--- config.mk ---
export PLATFORM = sky130hd
export DESIGN_NAME = debug_dump_sequencer_flat
export DESIGN_NICKNAME = d
export VERILOG_FILES = /design/src/rtl/debug_dump_sequencer_pkg.sv /design/src/rtl/debug_dump_sequencer_if.sv /design/src/rtl/debug_dump_sequencer_byte_shifter.sv /design/src/rtl/debug_dump_sequencer.sv /design/src/flat_wrapper.sv
export SDC_FILE = /design/constraint.sdc
export NUM_CORES = 2
export LEC_CHECK = 0
export ABC_CLOCK_PERIOD_IN_PS = 2500
export BUFFER_PORTS_ARGS = -buffer_cell sky130_fd_sc_hd__buf_2
export CORE_AREA = 2 2 423 425
export CTS_CLUSTER_SIZE = 16
export DETAILED_ROUTE_END_ITERATION = 8
export DIE_AREA = 0 0 425 427
export GPL_TIMING_DRIVEN = 0
export PLACE_DENSITY = 0.56
export SYNTH_ARGS = -nofsm -noshare
export SYNTH_HDL_FRONTEND = slang
export SYNTH_SLANG_ARGS = --single-unit
--- constraint.sdc ---
create_clock -name clk -period 2.5 [get_ports clk]
set_input_delay 0.75 -clock clk [delete_from_list [all_inputs] [get_ports clk]]
set_output_delay 0.75 -clock clk [all_outputs]
set_load 0.03 [all_outputs]
--- src/rtl/debug_dump_sequencer_pkg.sv ---
// Shared constants and types for the debug dump sequencer.
// The sequencer streams a header byte, a register/pipeline snapshot and a data-memory image over the UART.
package debug_dump_sequencer_pkg;

  localparam int unsigned TX_BYTE_BITS  = 8;
  localparam int unsigned DEF_PROC_BITS = 32;
  localparam int unsigned DEF_SNAP_LEN  = 1024;
  localparam int unsigned DEF_ADDR_BITS = 10;
  localparam int unsigned DEF_MEM_WORDS = 32;

  localparam logic [TX_BYTE_BITS-1:0] DUMP_HEADER = 8'hA5;

  typedef enum logic [2:0] {
    IDLE      = 3'd0,
    SEND_HDR  = 3'd1,
    SEND_SNAP = 3'd2,
    MEM_REQ   = 3'd3,
    MEM_WAIT  = 3'd4,
    SEND_MEM  = 3'd5,
    WAIT_TX   = 3'd6,
    DONE      = 3'd7
  } dump_state_e;

  // Number of whole bytes in a field of the given width.
  function automatic int unsigned bytes_in(input int unsigned bits, input int unsigned byte_bits);
    return bits / byte_bits;
  endfunction

endpackage

--- src/rtl/debug_dump_sequencer_if.sv ---
// Debug FSM, UART tx and data-memory debug-port signals of the dump sequencer.
// The slave modport is the sequencer; the master modport is its environment.
interface debug_dump_sequencer_if
  import debug_dump_sequencer_pkg::*;
#(
  parameter int unsigned UART_BITS       = TX_BYTE_BITS,
  parameter int unsigned SNAP_LEN        = DEF_SNAP_LEN,
  parameter int unsigned PROC_BITS       = DEF_PROC_BITS,
  parameter int unsigned DATA_ADDRS_BITS = DEF_ADDR_BITS
);

  logic                       i_start;
  logic [SNAP_LEN-1:0]        i_snapshot;
  logic [PROC_BITS-1:0]       i_mem_data;
  logic                       i_tx_done;
  logic                       o_tx_start;
  logic [UART_BITS-1:0]       o_tx_data;
  logic                       o_mem_read;
  logic [DATA_ADDRS_BITS-1:0] o_mem_addr;
  logic                       o_busy;
  logic                       o_done;

  modport master (
    output i_start, i_snapshot, i_mem_data, i_tx_done,
    input  o_tx_start, o_tx_data, o_mem_read, o_mem_addr, o_busy, o_done
  );

  modport slave (
    input  i_start, i_snapshot, i_mem_data, i_tx_done,
    output o_tx_start, o_tx_data, o_mem_read, o_mem_addr, o_busy, o_done
  );

endinterface

--- src/rtl/debug_dump_sequencer_byte_shifter.sv ---
// Parallel-load shift register that presents its most significant byte and shifts it out on advance.
// load together with advance loads the word with its top byte already consumed.
module debug_dump_sequencer_byte_shifter
  import debug_dump_sequencer_pkg::*;
#(
  parameter int unsigned WIDTH     = DEF_PROC_BITS,
  parameter int unsigned BYTE_BITS = TX_BYTE_BITS
) (
  input  logic                 clk,
  input  logic                 rst,
  input  logic                 load,
  input  logic                 advance,
  input  logic [WIDTH-1:0]     din,
  output logic [BYTE_BITS-1:0] head_byte,
  output logic                 empty
);

  localparam int unsigned NBYTES = bytes_in(WIDTH, BYTE_BITS);
  localparam int unsigned CNT_W  = $clog2(NBYTES + 1);

  logic [WIDTH-1:0] sreg_q;
  logic [CNT_W-1:0] cnt_q;

  // cnt_q counts bytes not yet handed out; zero means the field is exhausted.
  always_ff @(posedge clk or negedge rst) begin
    if (!rst) begin
      sreg_q <= '0;
      cnt_q  <= '0;
    end else if (load) begin
      if (advance) begin
        sreg_q <= din << BYTE_BITS;
        cnt_q  <= CNT_W'(NBYTES - 1);
      end else begin
        sreg_q <= din;
        cnt_q  <= CNT_W'(NBYTES);
      end
    end else if (advance && (cnt_q != '0)) begin
      sreg_q <= sreg_q << BYTE_BITS;
      cnt_q  <= cnt_q - CNT_W'(1);
    end
  end

  assign head_byte = sreg_q[WIDTH-1 -: BYTE_BITS];
  assign empty     = (cnt_q == '0);

endmodule

--- src/rtl/debug_dump_sequencer.sv ---
// Streams a debug dump (header, snapshot, data memory image) through the shared UART transmitter.
// All outputs are registered; each SEND_* state is the single cycle in which o_tx_start is high.
module debug_dump_sequencer
  import debug_dump_sequencer_pkg::*;
#(
  parameter int unsigned          UART_BITS       = TX_BYTE_BITS,
  parameter int unsigned          PROC_BITS       = DEF_PROC_BITS,
  parameter int unsigned          SNAP_LEN        = DEF_SNAP_LEN,
  parameter int unsigned          DATA_ADDRS_BITS = DEF_ADDR_BITS,
  parameter int unsigned          MEM_WORDS       = DEF_MEM_WORDS,
  parameter logic [UART_BITS-1:0] HEADER          = UART_BITS'(DUMP_HEADER)
) (
  input  logic                   clk,
  input  logic                   rst,
  debug_dump_sequencer_if.slave  bus
);

  // One extra bit so that MEM_WORDS == 2**DATA_ADDRS_BITS is reachable without wrapping.
  localparam int unsigned ADDR_CNT_W = DATA_ADDRS_BITS + 1;

  dump_state_e state_q, state_d;
  dump_state_e ret_q, ret_d;

  logic [ADDR_CNT_W-1:0]      addr_q, addr_d;
  logic                       tx_start_q, tx_start_d;
  logic [UART_BITS-1:0]       tx_data_q, tx_data_d;
  logic                       mem_read_q, mem_read_d;
  logic [DATA_ADDRS_BITS-1:0] mem_addr_q, mem_addr_d;
  logic                       busy_q, busy_d;
  logic                       done_q, done_d;

  logic                 snap_load, snap_adv, snap_empty;
  logic                 word_load, word_adv, word_empty;
  logic [UART_BITS-1:0] snap_byte, word_byte;
  logic                 issue_read;

  debug_dump_sequencer_byte_shifter #(
    .WIDTH     (SNAP_LEN),
    .BYTE_BITS (UART_BITS)
  ) u_snap_shifter (
    .clk       (clk),
    .rst       (rst),
    .load      (snap_load),
    .advance   (snap_adv),
    .din       (bus.i_snapshot),
    .head_byte (snap_byte),
    .empty     (snap_empty)
  );

  debug_dump_sequencer_byte_shifter #(
    .WIDTH     (PROC_BITS),
    .BYTE_BITS (UART_BITS)
  ) u_word_shifter (
    .clk       (clk),
    .rst       (rst),
    .load      (word_load),
    .advance   (word_adv),
    .din       (bus.i_mem_data),
    .head_byte (word_byte),
    .empty     (word_empty)
  );

  // Next-state and next-output logic; outputs are computed for the state being entered.
  always_comb begin
    state_d    = state_q;
    ret_d      = ret_q;
    addr_d     = addr_q;
    tx_start_d = 1'b0;
    tx_data_d  = tx_data_q;
    mem_read_d = 1'b0;
    mem_addr_d = mem_addr_q;
    done_d     = 1'b0;
    snap_load  = 1'b0;
    snap_adv   = 1'b0;
    word_load  = 1'b0;
    word_adv   = 1'b0;
    issue_read = 1'b0;

    unique case (state_q)
      IDLE: begin
        if (bus.i_start) begin
          state_d    = SEND_HDR;
          snap_load  = 1'b1;
          addr_d     = '0;
          tx_start_d = 1'b1;
          tx_data_d  = HEADER;
        end
      end
      SEND_HDR, SEND_SNAP, SEND_MEM: begin
        ret_d   = state_q;
        state_d = WAIT_TX;
      end
      WAIT_TX: begin
        if (bus.i_tx_done) begin
          if (ret_q == SEND_MEM) begin
            if (!word_empty) begin
              state_d    = SEND_MEM;
              tx_start_d = 1'b1;
              tx_data_d  = word_byte;
              word_adv   = 1'b1;
            end else if (addr_q == ADDR_CNT_W'(MEM_WORDS)) begin
              state_d = DONE;
              done_d  = 1'b1;
            end else begin
              issue_read = 1'b1;
            end
          end else if ((ret_q == SEND_SNAP) && snap_empty) begin
            issue_read = 1'b1;
          end else begin
            state_d    = SEND_SNAP;
            tx_start_d = 1'b1;
            tx_data_d  = snap_byte;
            snap_adv   = 1'b1;
          end
        end
      end
      MEM_REQ: begin
        state_d = MEM_WAIT;
      end
      MEM_WAIT: begin
        // Read data is valid now: latch the word and send its top byte straight away.
        state_d    = SEND_MEM;
        word_load  = 1'b1;
        word_adv   = 1'b1;
        tx_start_d = 1'b1;
        tx_data_d  = bus.i_mem_data[PROC_BITS-1 -: UART_BITS];
      end
      DONE: begin
        state_d = IDLE;
      end
      default: begin
        state_d = IDLE;
      end
    endcase

    if (issue_read) begin
      state_d    = MEM_REQ;
      mem_read_d = 1'b1;
      mem_addr_d = addr_q[DATA_ADDRS_BITS-1:0];
      addr_d     = addr_q + ADDR_CNT_W'(1);
    end

    busy_d = (state_d != IDLE) && (state_d != DONE);
  end

  // State and output registers.
  always_ff @(posedge clk or negedge rst) begin
    if (!rst) begin
      state_q    <= IDLE;
      ret_q      <= IDLE;
      addr_q     <= '0;
      tx_start_q <= 1'b0;
      tx_data_q  <= '0;
      mem_read_q <= 1'b0;
      mem_addr_q <= '0;
      busy_q     <= 1'b0;
      done_q     <= 1'b0;
    end else begin
      state_q    <= state_d;
      ret_q      <= ret_d;
      addr_q     <= addr_d;
      tx_start_q <= tx_start_d;
      tx_data_q  <= tx_data_d;
      mem_read_q <= mem_read_d;
      mem_addr_q <= mem_addr_d;
      busy_q     <= busy_d;
      done_q     <= done_d;
    end
  end

  assign bus.o_tx_start = tx_start_q;
  assign bus.o_tx_data  = tx_data_q;
  assign bus.o_mem_read = mem_read_q;
  assign bus.o_mem_addr = mem_addr_q;
  assign bus.o_busy     = busy_q;
  assign bus.o_done     = done_q;

endmodule

--- src/flat_wrapper.sv ---
// flat-port wrapper written by rule: the top's interface ports become plain ports
module debug_dump_sequencer_flat import debug_dump_sequencer_pkg::*;
#(
  parameter int unsigned          UART_BITS       = TX_BYTE_BITS,
  parameter int unsigned          PROC_BITS       = DEF_PROC_BITS,
  parameter int unsigned          SNAP_LEN        = DEF_SNAP_LEN,
  parameter int unsigned          DATA_ADDRS_BITS = DEF_ADDR_BITS,
  parameter int unsigned          MEM_WORDS       = DEF_MEM_WORDS,
  parameter logic [UART_BITS-1:0] HEADER          = UART_BITS'(DUMP_HEADER)
)
  (clk, rst, bus_i_start, bus_i_snapshot, bus_i_mem_data, bus_i_tx_done, bus_o_tx_start, bus_o_tx_data, bus_o_mem_read, bus_o_mem_addr, bus_o_busy, bus_o_done);
  debug_dump_sequencer_if #(.UART_BITS(UART_BITS), .SNAP_LEN(SNAP_LEN), .PROC_BITS(PROC_BITS), .DATA_ADDRS_BITS(DATA_ADDRS_BITS)) bus_i ();
  input  logic clk;
  input  logic rst;
  input wire logic [$bits(bus_i.i_start)-1:0] bus_i_start;
  input wire logic [$bits(bus_i.i_snapshot)-1:0] bus_i_snapshot;
  input wire logic [$bits(bus_i.i_mem_data)-1:0] bus_i_mem_data;
  input wire logic [$bits(bus_i.i_tx_done)-1:0] bus_i_tx_done;
  output wire logic [$bits(bus_i.o_tx_start)-1:0] bus_o_tx_start;
  output wire logic [$bits(bus_i.o_tx_data)-1:0] bus_o_tx_data;
  output wire logic [$bits(bus_i.o_mem_read)-1:0] bus_o_mem_read;
  output wire logic [$bits(bus_i.o_mem_addr)-1:0] bus_o_mem_addr;
  output wire logic [$bits(bus_i.o_busy)-1:0] bus_o_busy;
  output wire logic [$bits(bus_i.o_done)-1:0] bus_o_done;
  assign bus_i.i_start = bus_i_start;
  assign bus_i.i_snapshot = bus_i_snapshot;
  assign bus_i.i_mem_data = bus_i_mem_data;
  assign bus_i.i_tx_done = bus_i_tx_done;
  assign bus_o_tx_start = bus_i.o_tx_start;
  assign bus_o_tx_data = bus_i.o_tx_data;
  assign bus_o_mem_read = bus_i.o_mem_read;
  assign bus_o_mem_addr = bus_i.o_mem_addr;
  assign bus_o_busy = bus_i.o_busy;
  assign bus_o_done = bus_i.o_done;
  debug_dump_sequencer #(.UART_BITS(UART_BITS), .PROC_BITS(PROC_BITS), .SNAP_LEN(SNAP_LEN), .DATA_ADDRS_BITS(DATA_ADDRS_BITS), .MEM_WORDS(MEM_WORDS), .HEADER(HEADER)) u_core (.clk(clk), .rst(rst), .bus(bus_i));
endmodule
==> flow_summary.yaml <==
setup_path:
  critPathRequiredTime_ns: 3.20
  regToRegSetupSlack_ns: 0.11
  worstSetupEndpointType: "register"
  critPathLaunchType: "register"
  rr_worst_depth: 9
  path_max_fanout: 10
  r2r_end: "u_core.u_snap_shifter.sreg_q[337]$_DFFE_PN0P_"
  arrival_ns: 3.08
  reg2reg_from: "u_core.u_snap_shifter.cnt_q[0]$_DFFE_PN0P_"
  critPathKind: "reg -> reg"
logic_synthesis:
  synth_edf_count: 0
  yosys_register_bits: 1106
  ys_warn_count: 0
  synthArstFlopShare_pct: 100
  synth_area_um2: 49500
  syn_avg_cell_area_um2: 8.33
  synth_xor_area_share_pct: 0.124
  yosysSeqAreaShare_pct: 56.0
  synth_top_family_by_area: "simple AND/OR/NAND/NOR gates"
  synth_ff_type: "dfrtp_1"
  synthMuxAreaShare_pct: 0.352
  synth-adder-area-share_pct: 0.152
  syn-num-nets: 7006
  syn_inst: 5940
  synth-simple-area-share_pct: 24.8
  synth_compound_area_share_pct: 14.0
  yosys.cell_types.count: 51
cts:
  cts_root_buffer: "clkbuf_16"
  cts_buffers: 133
  ctsLongestPathBuffers: 3
  clock_sinks: 1106
  path_clk_slew_ns: 0.06
  clock_latency_ns: 0.81
  cts_tree: "built"
  htree_levels: 4
pwr:
  powerDensity_nw_per_um2: 1220
  power.total_uw: 77200
  swShare_pct: 36.5
  vdd_ir_drop_max_uv: 518
  internal_power_uw: 49000
  p_sw_uw: 28200
  pwr-share-comb_pct: 31.6
  p_clk_share_pct: 25.9
  power.leakage_uw: 0.0303
  seq_power_share_pct: 42.4
routing:
  via_per_inst: 5.02
  routedWlPerCell_um: 21.6
  drtIter0Drc: 4162
  firstDrtPassIters: 7
  drc: 0
  num_vias: 48813
  antenna_left: 0
  wirelength_um: 210000
sta:
  fin_crit_ns: 2.39
  period_share_pct: 95.4
  hold_viol: 73
  worstMarginPinSlew_ns: 0.962
  grt_setup_unrepaired: "yes"
  max_slew_margin_pct: 35.9
  slew_viol_final: 0
  whs_ns: -0.119
  skew_ns: 0.0303
  finalSetupTns_ns: 0
  fmax_ghz: 0.419
  setup_viol_count_final: 0
cells_and_area:
  drive_gt1_share_pct: 22.3
  fin_nets: 8241
  finalInstanceArea_um2: 63200
  nFillCells: 18709
  area_growth_pct: 27.8
die:
  die_x_um: 425
  dieArea_um2: 181000
  start_util_pct: 27.9
  rows: 155
  boundaryPins: 1082
  chipHeight_um: 427
  core_um2: 177000
global_routing:
  grt_first_pass_wirelength_um: 306000
  grt-ovfl-total: 0
  antenna_found_initial: 169
  grt_max_degree: 158
  grt_pass1_vias: 48028
  grt_use_total_pct: 22.3
placement:
  hpwl_um: 162000
  place_congestion: 0.940
  port_buffers: 1081
  placed_cell_area_um2: 58000
run:
  max_cap_violations: 0
worst_hold_path:
  hp-class: "in -> async"
outcome:
  outcome: "finished, violations left"
  violations: "negative hold slack"
[cells in the final DEF (no fill, tap or decap), types with 4 or more instances in the layout]
master and count:
mux2i_1 5, clkbuf_2 64, diode_2 95, inv_1 23
o22ai_1 7, ha_1 6, and3_1 5, buf_16 9
mux2_2 11, nor2_1 1051, a21oi_1 8, clkbuf_8 33
a222oi_1 10, and2_1 9, buf_6 8, nand4_1 4
buf_2 1221, clkbuf_4 17, a221oi_1 5, a31oi_1 1022
clkbuf_16 139, nand3_1 28, xnor2_1 5, clkinv_2 18
o21ai_0 15, buf_4 61, clkbuf_1 208, bufinv_16 6
clkinv_8 4, nand2b_1 7, inv_16 4, o2111ai_1 4
nand2_1 2089, dfrtp_1 1106
[stage by stage]
| step | std cells | utilization (%) | hold WS (ns) | setup slack [ns] |
|---|---|---|---|---|
| after floorplan | 5940 | - | 0.446 | 0.334 |
| after global placement | 9376 | 32.6 | 0.466 | -24.63 |
| after detailed placement | 9383 | 32.7 | 0.472 | -1.93 |
| after CTS | 9624 | 35.4 | -0.0129 | 0.000639 |
| after global routing | 9690 | 35.6 | -0.127 | -0.0193 |
| final | 9723 | 35.7 | -0.119 | 0.115 |
[power groups by stage]
stage / combinational (µW) / clock (µW) / sequential (µW)
floorplan: 17400 / 0 / 30900
global placement: 23400 / 0 / 32800
detailed placement: 24000 / 0 / 32700
CTS: 24300 / 20300 / 32600
global route: 27800 / 21100 / 33800
finish: 24400 / 20000 / 32800
[routing by layer]
layer	part of all wire [%]	vias up	wire length, µm	track usage (%)
li1	-	22470	-	-
met5	0.18	-	373	0
met3	6.1	452	12900	4.58
met1	42	24060	88600	28.9
met2	48	1773	101000	36.4
met4	3.5	58	7320	8.68
[repair_timing]
item / in CTS / in global routing
cloned: 2 / 2
endpoints found under the setup margin: 1308 / 841
hold buffers: 1 / 2
pin swaps: 3 / 0
setup buffers: 5 / 0
resized for setup: 66 / 100
hold endpoints to repair: 6 / 8
[worst max-delay path by stage]
stage / cells after the start / to / from
CTS: 9 / u_core.u_snap_shifter.sreg_q[484]$_DFFE_PN0P_ / u_core.u_snap_shifter.cnt_q[0]$_DFFE_PN0P_
finish: 9 / u_core.u_snap_shifter.sreg_q[337]$_DFFE_PN0P_ / u_core.u_snap_shifter.cnt_q[0]$_DFFE_PN0P_
global placement: 1 / u_core.u_snap_shifter.sreg_q[213]$_DFFE_PN0P_ / rst
floorplan: 8 / u_core.addr_q[2]$_DFFE_PN0P_ / u_core.u_snap_shifter.cnt_q[0]$_DFFE_PN0P_
global route: 9 / u_core.u_snap_shifter.sreg_q[992]$_DFFE_PN0P_ / u_core.u_snap_shifter.cnt_q[1]$_DFFE_PN0P_
detailed placement: 6 / u_core.u_snap_shifter.sreg_q[477]$_DFFE_PN0P_ / bus_i_start
[layout make-up]
class	count	area [µm²]	share of cell area, %
clock buffer	194	3970	6.28
inverter	23	86.3	0.137
antenna	95	238	0.376
clock inverter	39	515	0.815
timing repair buffer	1100	5850	9.25
sequential	1106	27700	43.8
tap	2355	2950	4.66
buffer	476	2420	3.82
multi-input combinational	4335	19500	30.9
[critical path, stage by stage (launching register included)]
cell	delay (ns)
dfrtp_1	0.39
inv_1	0.08
ha_1	0.21
nor3b_4	0.17
a211oi_4	0.33
buf_8	0.23
buf_4	0.24
buf_2	0.26
nand2_1	0.15
a31oi_1	0.20
[cell families after synthesis]
kind of cell	Yosys count
AND/OR/NAND/NOR	3217
flip-flops	1106
AO/OA/AOI/OAI	1089
buffers and inverters	499
multiplexers	16
XOR/XNOR	7
adder cells (fa/ha/maj)	6
[cells in the mapped netlist (2+ instances only)]
cell type  count  share of area [%]
nor3b_1        3              0.046
xor2_1         2              0.035
mux2i_1        5               0.10
and3_1         5              0.063
a211o_1        2              0.035
a222oi_1      10               0.20
nor2_1      1053                8.0
nand4_1        4              0.051
mux2_2        11               0.25
o211a_1        2              0.040
and4b_1        2              0.040
nand3_1       28               0.28
nand2_1     2093                 16
a221oi_1       5              0.089
inv_1         23               0.17
xnor2_1        5              0.089
o2111ai_1      4              0.071
ha_1           6               0.15
nor3_1         3              0.030
a21oi_1        8              0.081
buf_1          5              0.038
clkbuf_1     256                1.9
nor4_1         2              0.025
a31oi_1     1022                 13
o21ai_0       15               0.15
nor2b_1        2              0.025
o221a_2        2              0.046
buf_2        154                1.6
buf_4         61               0.93
nand2b_1       7              0.089
o22ai_1        7              0.089
and2_1         9               0.11
dfrtp_1     1106                 56
[registers in the layout, indices dropped and copies added, names as in the netlist]
| register | cells |
|---|---|
| u_core.bus.o_done | 1 |
| u_core.bus.o_tx_start | 1 |
| u_core.u_snap_shifter.sreg_q | 1024 |
| u_core.ret_q | 3 |
| u_core.bus.o_tx_data | 8 |
| u_core.addr_q | 11 |
| u_core.u_word_shifter.cnt_q | 3 |
| u_core.state_q | 3 |
| u_core.bus.o_mem_read | 1 |
| u_core.u_snap_shifter.cnt_q | 8 |
| u_core.u_word_shifter.sreg_q | 32 |
| u_core.bus.o_busy | 1 |
| u_core.bus.o_mem_addr | 10 |
Note: power is estimated with default switching activity, not from simulation.
